===== src/rtl/flag_unit_if.sv =====
// flag_unit_if: bus between the execute stage and flag_unit.
// Carries the ALU result/carry/overflow, the flag-write control
// (flag_w, cond_ex, stall, flush, save, restore) and the flag outputs
// (flags, flags_fwd, flags_updated).
//   master : execute-stage side, drives the ALU/control signals
//   slave  : flag_unit side, drives the flag outputs
interface flag_unit_if #(
    parameter int unsigned WIDTH = 32
);
    logic [WIDTH-1:0] alu_result;
    logic             alu_carry;
    logic             alu_overflow;
    logic [1:0]       flag_w;
    logic             cond_ex;
    logic             stall;
    logic             flush;
    logic             save;
    logic             restore;
    logic [3:0]       flags;
    logic [3:0]       flags_fwd;
    logic             flags_updated;

    modport master (
        output alu_result, alu_carry, alu_overflow, flag_w, cond_ex,
               stall, flush, save, restore,
        input  flags, flags_fwd, flags_updated
    );

    modport slave (
        input  alu_result, alu_carry, alu_overflow, flag_w, cond_ex,
               stall, flush, save, restore,
        output flags, flags_fwd, flags_updated
    );
endinterface


===== src/rtl/flag_unit.sv =====
// flag_unit: NZCV status-flag register with partial group writes and a
// single-entry shadow copy for exception save/restore.
// Ports:
//   clk            system clock, rising-edge
//   rst_n          asynchronous active-low reset
//   bus (slave)    ALU result/carry/overflow, flag_w, cond_ex, stall,
//                  flush, save, restore in; flags {N,Z,C,V},
//                  flags_fwd, flags_updated out
// Build option:
//   FLAG_BYPASS_EN defined   -> flags_fwd is the combinational next value
//   FLAG_BYPASS_EN undefined -> flags_fwd is a copy of the flags register
module flag_unit #(
    parameter int unsigned WIDTH = 32
) (
    input  logic        clk,
    input  logic        rst_n,
    flag_unit_if.slave  bus
);

    logic [3:0] flags_q;
    logic [3:0] shadow_q;
    logic       updated_q;
    logic [3:0] flags_next;
    logic [3:0] shadow_next;
    logic [1:0] nz_new;
    logic [1:0] cv_new;
    logic       we;

    // Candidate flag values from the current ALU result
    assign nz_new = {bus.alu_result[WIDTH-1], ~(|bus.alu_result)};
    assign cv_new = {bus.alu_carry, bus.alu_overflow};

    assign we = bus.cond_ex & ~bus.stall & ~bus.flush & ~bus.restore;

    // Next flags: restore beats any write and ignores stall/flush
    always_comb begin
        flags_next = flags_q;
        if (bus.restore) begin
            flags_next = shadow_q;
        end else if (we) begin
            if (bus.flag_w[1]) flags_next[3:2] = nz_new;
            if (bus.flag_w[0]) flags_next[1:0] = cv_new;
        end
    end

    // Shadow captures the pre-edge flags, so save+restore swaps them
    always_comb begin
        shadow_next = shadow_q;
        if (bus.save && !bus.stall) shadow_next = flags_q;
    end

    always_ff @(posedge clk or negedge rst_n) begin
        if (!rst_n) begin
            flags_q   <= 4'b0000;
            shadow_q  <= 4'b0000;
            updated_q <= 1'b0;
        end else begin
            flags_q   <= flags_next;
            shadow_q  <= shadow_next;
            updated_q <= (flags_next != flags_q);
        end
    end

    assign bus.flags         = flags_q;
    assign bus.flags_updated = updated_q;

`ifdef FLAG_BYPASS_EN
    assign bus.flags_fwd = flags_next;
`else
    assign bus.flags_fwd = flags_q;
`endif

endmodule


===== src/flat_wrapper.sv =====
// flat-port wrapper written by rule: the top's interface ports become plain ports
module flag_unit_flat 
#(
    parameter int unsigned WIDTH = 32
)
  (clk, rst_n, bus_alu_result, bus_alu_carry, bus_alu_overflow, bus_flag_w, bus_cond_ex, bus_stall, bus_flush, bus_save, bus_restore, bus_flags, bus_flags_fwd, bus_flags_updated);
  flag_unit_if #(.WIDTH(WIDTH)) bus_i ();
  input  logic clk;
  input  logic rst_n;
  input wire logic [$bits(bus_i.alu_result)-1:0] bus_alu_result;
  input wire logic [$bits(bus_i.alu_carry)-1:0] bus_alu_carry;
  input wire logic [$bits(bus_i.alu_overflow)-1:0] bus_alu_overflow;
  input wire logic [$bits(bus_i.flag_w)-1:0] bus_flag_w;
  input wire logic [$bits(bus_i.cond_ex)-1:0] bus_cond_ex;
  input wire logic [$bits(bus_i.stall)-1:0] bus_stall;
  input wire logic [$bits(bus_i.flush)-1:0] bus_flush;
  input wire logic [$bits(bus_i.save)-1:0] bus_save;
  input wire logic [$bits(bus_i.restore)-1:0] bus_restore;
  output wire logic [$bits(bus_i.flags)-1:0] bus_flags;
  output wire logic [$bits(bus_i.flags_fwd)-1:0] bus_flags_fwd;
  output wire logic [$bits(bus_i.flags_updated)-1:0] bus_flags_updated;
  assign bus_i.alu_result = bus_alu_result;
  assign bus_i.alu_carry = bus_alu_carry;
  assign bus_i.alu_overflow = bus_alu_overflow;
  assign bus_i.flag_w = bus_flag_w;
  assign bus_i.cond_ex = bus_cond_ex;
  assign bus_i.stall = bus_stall;
  assign bus_i.flush = bus_flush;
  assign bus_i.save = bus_save;
  assign bus_i.restore = bus_restore;
  assign bus_flags = bus_i.flags;
  assign bus_flags_fwd = bus_i.flags_fwd;
  assign bus_flags_updated = bus_i.flags_updated;
  flag_unit #(.WIDTH(WIDTH)) u_core (.clk(clk), .rst_n(rst_n), .bus(bus_i));
endmodule

===== config.mk =====
export PLATFORM = sky130hd
export DESIGN_NAME = flag_unit_flat
export DESIGN_NICKNAME = d
export VERILOG_FILES = /design/src/rtl/flag_unit_if.sv /design/src/rtl/flag_unit.sv /design/src/flat_wrapper.sv
export SDC_FILE = /design/constraint.sdc
export NUM_CORES = 1
export LEC_CHECK = 0
export ABC_CLOCK_PERIOD_IN_PS = 1600
export BUFFER_PORTS_ARGS = -buffer_cell sky130_fd_sc_hd__buf_2
export CAP_MARGIN = 10
export CORE_UTILIZATION = 30
export DETAILED_ROUTE_END_ITERATION = 10
export PLACE_DENSITY = 0.66
export SYNTH_ARGS = -nofsm -noshare
export SYNTH_HDL_FRONTEND = slang
export SYNTH_SLANG_ARGS = --single-unit

===== constraint.sdc =====
create_clock -name clk -period 1.6 [get_ports clk]
set_input_delay 0.24 -clock clk [delete_from_list [all_inputs] [get_ports clk]]
set_output_delay 0.24 -clock clk [all_outputs]
set_load 0.03 [all_outputs]

-- Word-level counts from Yosys, hierarchy flattened
Cells that the tools add are included.
- add/subtract/negate cells: 0
- multipliers: 0
- divide/modulo/power cells: 0
- order comparisons: 0
- eq/ne operators: 1
- shift operators: 0
- mux-type cells: 4
- bitwise operators: 7
- reductions and logical operators: 3
- operator list (operator ; number):
    $reduce_or 32->1 ; 1
    $mux 4 ; 2
    $mux 2 ; 2
    $ne 4x4->1 ; 1
    $not 1->1 ; 4
    $and 1x1->1 ; 3
    $logic_and 1x1->1 ; 1
    $logic_not 1->1 ; 1
- register bits: 9
- latch bits: 0
- RAM bits: 0
- bits in read-only memories: 0
- bits of input ports: 43
- output and inout bits: 9
- word-level logic and storage cells: 18
- memories: 0

-- Logic depth before layout (Yosys ltp)
Gate-level depths: netlist (run 1).
- word-level depth: 7
- depth in mapped cells: 5
- gate-level depth less buffers: 5

-- Worst setup path after synthesis (run 1)
Ideal clock, no wire load.
- kind: input to register
- start: input bus_alu_result[6]
- end: register u_core.updated_q (netlist: u_core.bus.flags_updated)
- library setup time: 0.079 ns
- arrival time: 1.625 ns
- data required time: 1.521 ns
- slack: -0.104 ns
- stages on the path: 4
- buffers on the path: 0
- cells stage by stage: or4_1 or4_4 o31ai_4 mux2i_1
- word-level cells in the longest chain between the ends: 6
- ends and longest elaborated chain (element ; RTL line ; RTL):
    start, declared ; flat_wrapper.sv:10 ; input wire logic [$bits(bus_i.alu_result)-1:0] bus_alu_result;
    $reduce_or 32->1 ; flag_unit.sv:30 ; assign nz_new = {bus.alu_result[WIDTH-1], ~(|bus.alu_result)};
    $not 1->1 ; flag_unit.sv:30 ;
    $mux 2 ; flag_unit.sv:41 ; if (bus.flag_w[1]) flags_next[3:2] = nz_new;
    $mux 4 ; flag_unit.sv:40 ; end else if (we) begin
    $mux 4 ; flag_unit.sv:38 ; if (bus.restore) begin
    net u_core.flags_next[2] ; flag_unit.sv:23 ; logic [3:0] flags_next;
    $ne 4x4->1 ; flag_unit.sv:60 ; updated_q <= (flags_next != flags_q);
    end signal, assigned ; flag_unit.sv:60 ;
    end, declared ; flag_unit.sv:22 ; logic updated_q;
The timed path passes the listed nets, and every way through them passes these cells.
A chain may end at the register's enable or synchronous reset.

-- Worst setup path after layout (run 1)
- start: input bus_flush
- end: register u_core.updated_q (netlist: u_core.bus.flags_updated)
- word-level cells in the longest chain between the ends: 6
- ends and longest elaborated chain (element ; RTL line ; RTL):
    start, declared ; flat_wrapper.sv:16 ; input wire logic [$bits(bus_i.flush)-1:0] bus_flush;
    $not 1->1 ; flag_unit.sv:33 ; assign we = bus.cond_ex & ~bus.stall & ~bus.flush & ~bus.restore;
    $and 1x1->1 (2 in a row) ; flag_unit.sv:33 ;
    $mux 4 ; flag_unit.sv:40 ;
    $mux 4 ; flag_unit.sv:38 ;
    net u_core.flags_next[2] ; flag_unit.sv:23 ;
    $ne 4x4->1 ; flag_unit.sv:60 ;
The timed path passes the listed nets, and every way through them passes these cells.

==> results of run 1 <==
[through the flow]
step | hold WS, ns | total power, mW | setup TNS (ns)
2_1_floorplan | -0.0556 | 0.679 | -0.0338
4_1_cts | 0.261 | 0.977 | 0
3_5_place_dp | 0.109 | 0.797 | -0.238
6_report | 0.269 | 0.961 | 0
5_1_grt | 0.272 | 1.04 | 0
3_3_place_gp | 0.102 | 0.791 | -0.157
[what timing repair did]
item                      4_1_cts  5_1_grt
hold endpoints to repair        9        0
hold buffers                    1        0
setup buffers                   0        0
[logic make-up after synthesis]
| kind of cell | Yosys count | share of synthesized area (%) |
|---|---|---|
| flops | 9 | 38.3 |
| mux | 8 | 14.5 |
| simple gates | 22 | 21.7 |
| compound gates | 7 | 10.2 |
| xor+xnor | 6 | 8.94 |
| buf+inv | 6 | 6.38 |
[cell usage in the layout (no fill, tap or decap), drive strengths merged, types with 2 or more instances in the layout]
cell type  synthesis  layout
buf                4      53
dfrtp              9       9
nor4               6       6
nand2              5       5
xor2               5       5
nor2               4       4
mux2i              4       4
mux2               4       4
clkbuf             1       4
o21ai              3       3
or4                2       2
o31ai              2       2
[state kept, by name, indices dropped and copies added (netlist names)]
name	cells
u_core.bus.flags	4
u_core.bus.flags_updated	1
u_core.shadow_q	4
[power groups by stage]
stage / clock [mW] / sequential, mW / combinational (mW)
6_report: 0.172 / 0.357 / 0.433
5_1_grt: 0.194 / 0.365 / 0.478
4_1_cts: 0.180 / 0.358 / 0.440
3_5_place_dp: 0 / 0.361 / 0.436
3_3_place_gp: 0 / 0.360 / 0.431
2_1_floorplan: 0 / 0.429 / 0.250
[how the worst max path moves through the flow]
stage | from | endpoint | slack (ns) | cells after the start
floorplan | bus_alu_result[6] | u_core.bus.flags_updated | -0.03 | 4
global placement | bus_flush | u_core.bus.flags_updated | -0.16 | 6
detailed placement | bus_flush | u_core.bus.flags_updated | -0.21 | 6
CTS | bus_flush | u_core.bus.flags_updated | 0.06 | 6
global route | bus_flush | u_core.bus.flags_updated | 0.009 | 6
finish | bus_flush | u_core.bus.flags_updated | 0.08 | 6
[worst reg2reg max path: stages, from the launching register on]
cell and delay (ns):
dfrtp_1 0.44, xor2_1 0.17, o31ai_1 0.24, o221ai_1 0.18, nor2_1 0.12, mux2i_1 0.07
[layout make-up]
| cell class | count | share of cell area [%] |
|---|---|---|
| clock buffers | 4 | 2.95 |
| well taps | 25 | 3.51 |
| repair buffers | 54 | 31.4 |
| multi-input cells | 43 | 36.5 |
| inverters | 1 | 0.421 |
| flip-flops and latches | 9 | 25.2 |
[per-layer routing]
metal	track usage [%]	part of all wire, %
met1	16.0	41
met4	5.29	0
met5	0	0
met2	26.5	47
met3	3.14	12
==> results.md, run 1 <==
- Num CTS Buffers: 3
- F_max: 656 MHz
- Pre-CTS WS: -0.210 ns
- Fin nets: 155
- Synth Instances: 58
- Vias in the first global route: 539
- Finished Layout Cells: 136
- Delay-heaviest family, CP: simple AND/OR/NAND/NOR gates
- Mean post-synth cell area: 10.1 µm²
- DRC: 0
- Synthesized cell area: 588 µm²
- Critical R2R Launch: u_core.bus.flags[1]
- Worst EP arrival: 1.71 ns
- Least-Margin Pin Slew: 0.409 ns
- NetSw: 0.392 mW
- Ant. Diodes: 0
- Max Buffers Root-to-Sink: 2
- Area leader, netlist: dfrtp_1
- Pre-antenna DRT Iters: 4
- Detailed-route via count: 640
- Leakage: 0.493 nW
- Beginning of the worst hold path: bus_alu_result[15]
- Final setup margin: 0.0765 ns
- Kind of critical path: in2reg
- Global placer's final weighted congestion: 0.794
- Final WL: 1.47 mm
- YS warnings: 0
- Area contributors post-synth: dfrtp_1, mux2_1, xor2_1
- Share of layout cells above drive strength 1: 53.2%
- Cells on worst reg2reg path: 5
- CTS tree: done
- DP HPWL: 1.26 mm
- CTS sink cnt: 9
- Worst vdd ir: 0.429 mV
- Row count: 15
- Primary FF master, synth: dfrtp_1
- Worst Hold Depth: 3
- Reg area: 225 µm²
- Wirelength per Cell: 10.8 µm
- Relative slew margins: 72.7%
- RSZ-0062 raised after global routing: no
- Multi-input gate area: 325 µm²
- Final hold violation count: 0
- Final Max Tran Viols: 0
- Die ar.: 0.00214 mm²
- R2r setup slk: 0.25 ns
- CP Buf/Inv Count: 1
- I/O Pins: 52
- Crit path capture type: register
- Setup-failing EPs final: 0
- Hold EP: u_core.bus.flags[2]
- Post-CTS sizing: 0
- Register area share after synthesis: 38.3%
- Die W: 46.3 µm
- Initial Utilization: 33.0%
- FF-to-FF End: u_core.bus.flags_updated
- Power per cell area: 1080 mW/mm²
- Post-synth EDFFs: 0
- Antenna violations before repair: 0
- Clock-pin slew on the worst setup and hold paths: 0.06 ns
- Sequential Power Share: 37.1%
- CP Max Fanout: 2
- Synth cell types: 23
- Placed instance count: 131
- Grt ovf: 0
- Max_cap viols: 0
- Yosys reg bits: 9
- First-pass GRT wire length: 2.15 mm
- Final period utilization: 95.2%
- Skew final: 0.00171 ns
- Post-DP Area: 856 µm²
- Port buffer count: 51
- Switching Fraction: 40.8%
- Clk_lat worst skew: 0.25 ns
- Antenna Nets Post-Route: 0
- WP data required: 1.78 ns
- Yosys top cell area share: 38.3%
- Syn-to-layout area delta: 51.7%
- Most frequent cell after synthesis: dfrtp_1
- Clock share of power: 17.9%
- Commonest cells post-synth: dfrtp_1, nor4_1, nand2_1, xor2_1
- Die Y: 46.3 µm
- Async set or reset register ratio after synthesis: 100%
- Combinational share of power: 45.0%
- Critical-path cell list: buf_2, nor4b_2, nand2_1, or4_4, o31ai_4, mux2i_1
- Fin util: 50.0%
- Worst Setup Start Kind: input pin
- Core area: 0.00178 mm²
- Filler cell count: 187
- H-tree Lvls: 1
- Design area: 892 µm²
- Synthesized net count: 101
- Period minus WS final: 1.52 ns
- Clk root buf: clkbuf_4
- Int Power: 0.569 mW
- Crit path max-delay cell type: or4_4
- DR vias/cell: 4.71
- Initial DRC Count: 10
- Largest net degree at the start of global routing: 11
- Status: finished, final reports clean
- HP Class: in2reg
- Largest stage delay, worst path: 0.50 ns
- Total track usage: 14.4%
(Power assumes the default switching activity.)
==> run 2, diff against run 1 <==
- PLACE_DENSITY: 0.66 -> 0.68
==> run 2 against run 1 <==
  * Clock skew barely moved
  * Clock power up 11%
  * Worst setup slack gained 0.010 ns
  * Critical endpoint unchanged
  * Largest cell class unchanged
  * Highest routed layer is now met4
==> results.md, run 2 (synthesis gave the netlist of run 1 again) <==
- WP data required: 1.80 ns (+0.02 ns)
- CP Buf/Inv Count: 1 (unchanged)
- Worst vdd ir: 0.520 mV (+21%)
- Pre-CTS WS: -0.209 ns (+0.00131 ns)
- Vias in the first global route: 545 (+1.1%)
- CTS sink cnt: 9 (unchanged)
- Initial DRC Count: 1 (-9)
- Worst EP arrival: 1.71 ns (about the same)
- Pre-antenna DRT Iters: 3 (-1)
- FF-to-FF End: u_core.bus.flags_updated
- Fin nets: 156 (+0.65%)
- Final WL: 1.55 mm (+5.2%)
- Commonest non-fill, non-tap cell in the layout: buf_2
- DRC: 0 (unchanged)
- Die W: 46.3 µm (unchanged)
- RSZ-0062 raised after global routing: no
- Critical-path cell list: buf_2, nor4b_2, nand2_1, or4_4, o31ai_4, mux2i_1
- Share of layout cells above drive strength 1: 54.5% (+1.3 points)
- Delay-heaviest family, CP: simple AND/OR/NAND/NOR gates
- Global placer's final weighted congestion: 0.784 (-1.2%)
- CP Max Fanout: 2 (unchanged)
- Die ar.: 0.00214 mm² (unchanged)
- Die Y: 46.3 µm (unchanged)
- Hold EP: u_core.bus.flags[2]
- DR vias/cell: 4.68 (-0.57%)
- Total track usage: 15.8% (+1.4 points)
- Initial Utilization: 33.0% (unchanged)
- Antenna violations before repair: 0 (unchanged)
- Least-Margin Pin Slew: 0.345 ns (-0.0638 ns)
- Beginning of the worst hold path: bus_alu_result[15]
- HP Class: in2reg
- Leakage: 0.501 nW (+1.6%)
- Post-DP Area: 863 µm² (+0.88%)
- Ant. Diodes: 0 (unchanged)
- I/O Pins: 52 (unchanged)
- Antenna Nets Post-Route: 0 (unchanged)
- Kind of critical path: in2reg
- Power per cell area: 1110 mW/mm² (+2.8%)
- Relative slew margins: 76.9% (+4.3 points)
- Row count: 15 (unchanged)
- H-tree Lvls: 1 (unchanged)
- Max_cap viols: 0 (unchanged)
- Filler cell count: 175 (-6.4%)
- Worst Setup Start Kind: input pin
- Crit path max-delay cell type: or4_4
- CTS tree: done
- Skew final: 0.00205 ns (+0.000340 ns)
- F_max: 661 MHz (+0.68%)
- First-pass GRT wire length: 2.22 mm (+3.2%)
- Critical R2R Launch: u_core.bus.flags[1]
- Final setup margin: 0.0868 ns (+0.0103 ns)
- Finished Layout Cells: 137 (+0.74%)
- Worst Hold Depth: 3 (unchanged)
- Clk_lat worst skew: 0.28 ns (+0.03 ns)
- Largest stage delay, worst path: 0.51 ns (about the same)
- R2r setup slk: 0.20 ns (-0.05 ns)
- Period minus WS final: 1.51 ns (-0.0103 ns)
- Num CTS Buffers: 3 (unchanged)
- Grt ovf: 0 (unchanged)
- Design area: 901 µm² (+0.98%)
- Final period utilization: 94.6% (-0.64 points)
- Final Max Tran Viols: 0 (unchanged)
- Crit path from: bus_flush
- Setup Buffers After CTS: 0 (unchanged)
- Detailed-route via count: 641 (+0.16%)
- Max Buffers Root-to-Sink: 2 (unchanged)
- DP HPWL: 1.28 mm (+1.1%)
- Syn-to-layout area delta: 53.2%
- Placed instance count: 132 (+0.76%)
- Wirelength per Cell: 11.3 µm (+4.5%)
- Setup-failing EPs final: 0 (unchanged)
- Clk root buf: clkbuf_4
- Port buffer count: 51 (unchanged)
- Crit path capture type: register
- Final hold violation count: 0 (unchanged)
- Clock-pin slew on the worst setup and hold paths: 0.07 ns (about the same)
- Core area: 0.00178 mm² (unchanged)
- Largest net degree at the start of global routing: 11 (unchanged)
- Cells on worst reg2reg path: 5 (unchanged)
- Commonest cells after routing, fill and taps aside: buf_2, dfrtp_1, nor4_1
- Status: finished, final reports clean
[run 2: cell types whose count changed in the layout (fill, tap and decap cells not counted), sizes merged]
cell    change
clkinv      +1
buf         +1
clkbuf      -1
[run 2: where the power goes]
part | total, mW | internal (mW) | switching (mW) | leakage, nW
clock | 0.191 | 0.0929 | 0.0977 | 0.0177
sequential | 0.353 | 0.293 | 0.0595 | 0.121
combinational | 0.455 | 0.188 | 0.267 | 0.362
[run 2: how the worst max path moves through the flow]
stage                               endpoint  slack, ns  cells past startpoint
finish              u_core.bus.flags_updated       0.09                      6
global route        u_core.bus.flags_updated       0.03                      6
global placement    u_core.bus.flags_updated      -0.16                      6
detailed placement  u_core.bus.flags_updated      -0.21                      6
CTS                 u_core.bus.flags_updated       0.08                      6
floorplan           u_core.bus.flags_updated      -0.03                      4
[run 2: repair_timing]
item                       CTS  global route
setup endpoints to repair    0             0
hold endpoints to repair     9             0
hold buffers                 1             0
resized for setup            0             0
[run 2: metal layers]
| metal | up-vias | track usage [%] | share of wire, % |
|---|---|---|---|
| met5 | - | 0 | 0 |
| met4 | 0 | 8.82 | 1.9 |
| met3 | 5 | 5.88 | 8.4 |
| met2 | 34 | 26.2 | 50 |
| met1 | 284 | 17.3 | 40 |
| li1 | 318 | - | - |
[run 2: final cells by class]
| class | instances | area [µm²] | area share, % |
|---|---|---|---|
| multi-input combinational | 43 | 325 | 36.1 |
| sequential | 9 | 225 | 25.0 |
| inverter | 1 | 3.75 | 0.417 |
| clock inverter | 1 | 5.00 | 0.556 |
| tap | 25 | 31.3 | 3.47 |
| timing repair buffer | 55 | 288 | 31.9 |
| clock buffer | 3 | 22.5 | 2.50 |
[run 2: per-stage QoR]
stage | total power [mW] | utilization (%) | hold slack [ns] | TNS [ns]
final | 0.998 | 50.5 | 0.252 | 0
after global routing | 1.06 | 50.5 | 0.263 | 0
after CTS | 1.01 | 50.5 | 0.250 | 0
after detailed placement | 0.813 | 48.4 | 0.106 | -0.219
after global placement | 0.802 | 48.4 | 0.103 | -0.156
after floorplan | 0.679 | - | -0.0556 | -0.0338
[run 2: tightest hold or removal path, cell delays in order]
cell and delay, ns:
buf_2 0.08, or4_4 0.12, o31ai_4 0.05
==> run 3, diff against run 2 <==
--- a/config.mk
+++ b/config.mk
@@ -8,8 +8,8 @@
 export ABC_CLOCK_PERIOD_IN_PS = 1600
 export BUFFER_PORTS_ARGS = -buffer_cell sky130_fd_sc_hd__buf_2
-export CAP_MARGIN = 10
+export CAP_MARGIN = 25
 export CORE_UTILIZATION = 30
 export DETAILED_ROUTE_END_ITERATION = 10
-export PLACE_DENSITY = 0.68
+export PLACE_DENSITY = 0.75
 export SYNTH_ARGS = -nofsm -noshare
 export SYNTH_HDL_FRONTEND = slang
==> constraint.sdc (replaced) <==
create_clock -name clk -period 1.6 [get_ports clk]
set_input_delay 0.24 -clock clk [delete_from_list [all_inputs] [get_ports clk]]
set_output_delay 0.24 -clock clk [all_outputs]
set_load 0.05 [all_outputs]
==> run 3 against run 2 <==
  * Power increased by 7.5%
  * Cell count grew 0.73%
  * Non-clock buffer count increased by 1
  * Cell area up 0.69%
  * Clock power down 8%
  * Critical path type unchanged
  * Largest cell class unchanged
  * Largest power group unchanged
==> results.md, run 3 (synthesis gave the netlist of run 1 again) <==
- Die W: 46.3 µm (unchanged)
- Pre-antenna DRT Iters: 4 (+1)
- First-pass GRT wire length: 2.30 mm (+3.4%)
- Clk root buf: clkbuf_4
- Initial Utilization: 33.0% (unchanged)
- Critical R2R Launch: u_core.bus.flags[3]
- Filler cell count: 170 (-2.9%)
- Row count: 15 (unchanged)
- Tot Pwr: 1.07 mW (+7.5%)
- F_max: 656 MHz (-0.69%)
- Final WL: 1.57 mm (+1.6%)
- FF-to-FF End: u_core.bus.flags_updated
- Final Max Tran Viols: 0 (unchanged)
- Die ar.: 0.00214 mm² (unchanged)
- Power per cell area: 1180 mW/mm² (+6.8%)
- Max Buffers Root-to-Sink: 2 (unchanged)
- H-tree Lvls: 1 (unchanged)
- Commonest non-fill, non-tap cell in the layout: buf_2
- DR vias/cell: 4.74 (+1.3%)
- Skew final: 0.00264 ns (+0.000587 ns)
- Ant. Diodes: 0 (unchanged)
- Max_cap viols: 0 (unchanged)
- Vias in the first global route: 596 (+9.4%)
- RSZ-0062 raised after global routing: no
- Worst Hold Depth: 3 (unchanged)
- Switching Fraction: 46.8% (+4.2 points)
- Clock-pin slew on the worst setup and hold paths: 0.06 ns (about the same)
- CTS sink cnt: 9 (unchanged)
- Finished Layout Cells: 138 (+0.73%)
- Fin nets: 157 (+0.64%)
- Combinational share of power: 50.2% (+4.6 points)
- Relative slew margins: 74.6% (-2.4 points)
- Status: finished, final reports clean
- CTS tree: done
- Placed instance count: 133 (+0.76%)
- DP HPWL: 1.29 mm (+1.4%)
- Syn-to-layout area delta: 54.3%
- Share of layout cells above drive strength 1: 54.0% (-0.48 points)
- Setup-failing EPs final: 0 (unchanged)
- Period minus WS final: 1.52 ns (+0.0105 ns)
- Kind of critical path: in2reg
- Crit path capture type: register
- Global placer's final weighted congestion: 0.795 (+1.5%)
- Cells on worst reg2reg path: 5 (unchanged)
- Num CTS Buffers: 3 (unchanged)
- Die Y: 46.3 µm (unchanged)
- Leakage: 0.503 nW (+0.42%)
- Design area: 907 µm² (+0.69%)
- CP Max Fanout: 2 (unchanged)
- Post-DP Area: 871 µm² (+0.87%)
- Worst EP arrival: 1.70 ns (about the same)
- Commonest cells after routing, fill and taps aside: buf_2, dfrtp_1, nor4_1
- Sequential Power Share: 33.6% (-1.7 points)
- Antenna violations before repair: 0 (unchanged)
- Final hold violation count: 0 (unchanged)
- Int Power: 0.571 mW (-0.40%)
- Core area: 0.00178 mm² (unchanged)
- Total track usage: 15.2% (-0.66 points)
- HP Class: in2reg
- I/O Pins: 52 (unchanged)
- Clk_lat worst skew: 0.25 ns (-0.03 ns)
- Worst Setup Start Kind: input pin
- Worst vdd ir: 0.418 mV (-20%)
- Post-CTS sizing: 0 (unchanged)
- DRC: 0 (unchanged)
- Clock share of power: 16.3% (-2.8 points)
- R2r setup slk: 0.24 ns (+0.04 ns)
- Least-Margin Pin Slew: 0.381 ns (+0.0356 ns)
- Beginning of the worst hold path: bus_alu_result[15]
- Port buffer count: 51 (unchanged)
- Largest net degree at the start of global routing: 11 (unchanged)
- Detailed-route via count: 654 (+2.0%)
- Initial DRC Count: 13 (+12)
- WP data required: 1.78 ns (-0.02 ns)
- Hold EP: u_core.bus.flags[2]
- NetSw: 0.502 mW (+18%)
- Antenna Nets Post-Route: 0 (unchanged)
- Grt ovf: 0 (unchanged)
- Wirelength per Cell: 11.4 µm (+0.88%)
- Final period utilization: 95.2% (+0.66 points)
-- run 3: cell count changes in the layout (fill, tap and decap cells not counted) --
cell	previous run	this run
buf_4	3	4
clkinv_2	1	0
clkbuf_1	0	1
-- run 3: through the flow --
step	util [%]	hold slack [ns]	worst slack (ns)	TNS (ns)
final	50.9	0.273	0.0763	0
after global placement	48.8	0.101	-0.148	-0.148
after CTS	50.9	0.267	0.0772	0
after floorplan	-	-0.0556	-0.0338	-0.0338
after global routing	50.9	0.289	0.0217	0
after detailed placement	48.8	0.106	-0.201	-0.207
-- run 3: repair_timing --
item / CTS / global route
hold buffers: 1 / 0
endpoints found under the setup margin: 0 / 0
setup buffers: 0 / 0
endpoints found under the hold margin: 9 / 0
-- run 3: cell type report --
cell class              count  area [µm²]  area share, %
clock buffers               4        26.3           2.90
inverters                   1        3.75          0.414
multi-input cells          43         325           35.9
flip-flops and latches      9         225           24.8
well taps                  25        31.3           3.45
repair buffers             56         295           32.6
-- run 3: worst max-delay path by stage --
stage	slack (ns)	endpoint	from
floorplan	-0.03	u_core.bus.flags_updated	bus_alu_result[6]
global placement	-0.15	u_core.bus.flags_updated	bus_alu_result[6]
detailed placement	-0.20	u_core.bus.flags_updated	bus_alu_result[6]
CTS	0.08	u_core.bus.flags_updated	bus_alu_result[6]
global route	0.02	u_core.bus.flags_updated	bus_alu_result[6]
finish	0.08	u_core.bus.flags_updated	bus_flush
-- run 3: power by group through the flow --
stage | Clock [mW] | Sequential, mW | Combinational, mW
floorplan | 0 | 0.486 | 0.291
global route | 0.185 | 0.370 | 0.576
finish | 0.175 | 0.360 | 0.539
CTS | 0.180 | 0.361 | 0.544
global placement | 0 | 0.360 | 0.531
detailed placement | 0 | 0.365 | 0.540
-- run 3: layer usage --
metal | part of all wire (%) | vias up | track usage, %
li1 | - | 326 | -
met1 | 39 | 298 | 17.5
met2 | 54 | 30 | 27.9
met3 | 6.7 | 0 | 2.35
met4 | 0 | 0 | 5.29
met5 | 0 | - | 0
-- run 3: worst max-delay path: stages --
cell and delay, ns:
buf_2 0.10, nor4b_2 0.30, nand2_1 0.13, or4_4 0.50
o31ai_4 0.21, mux2i_1 0.21
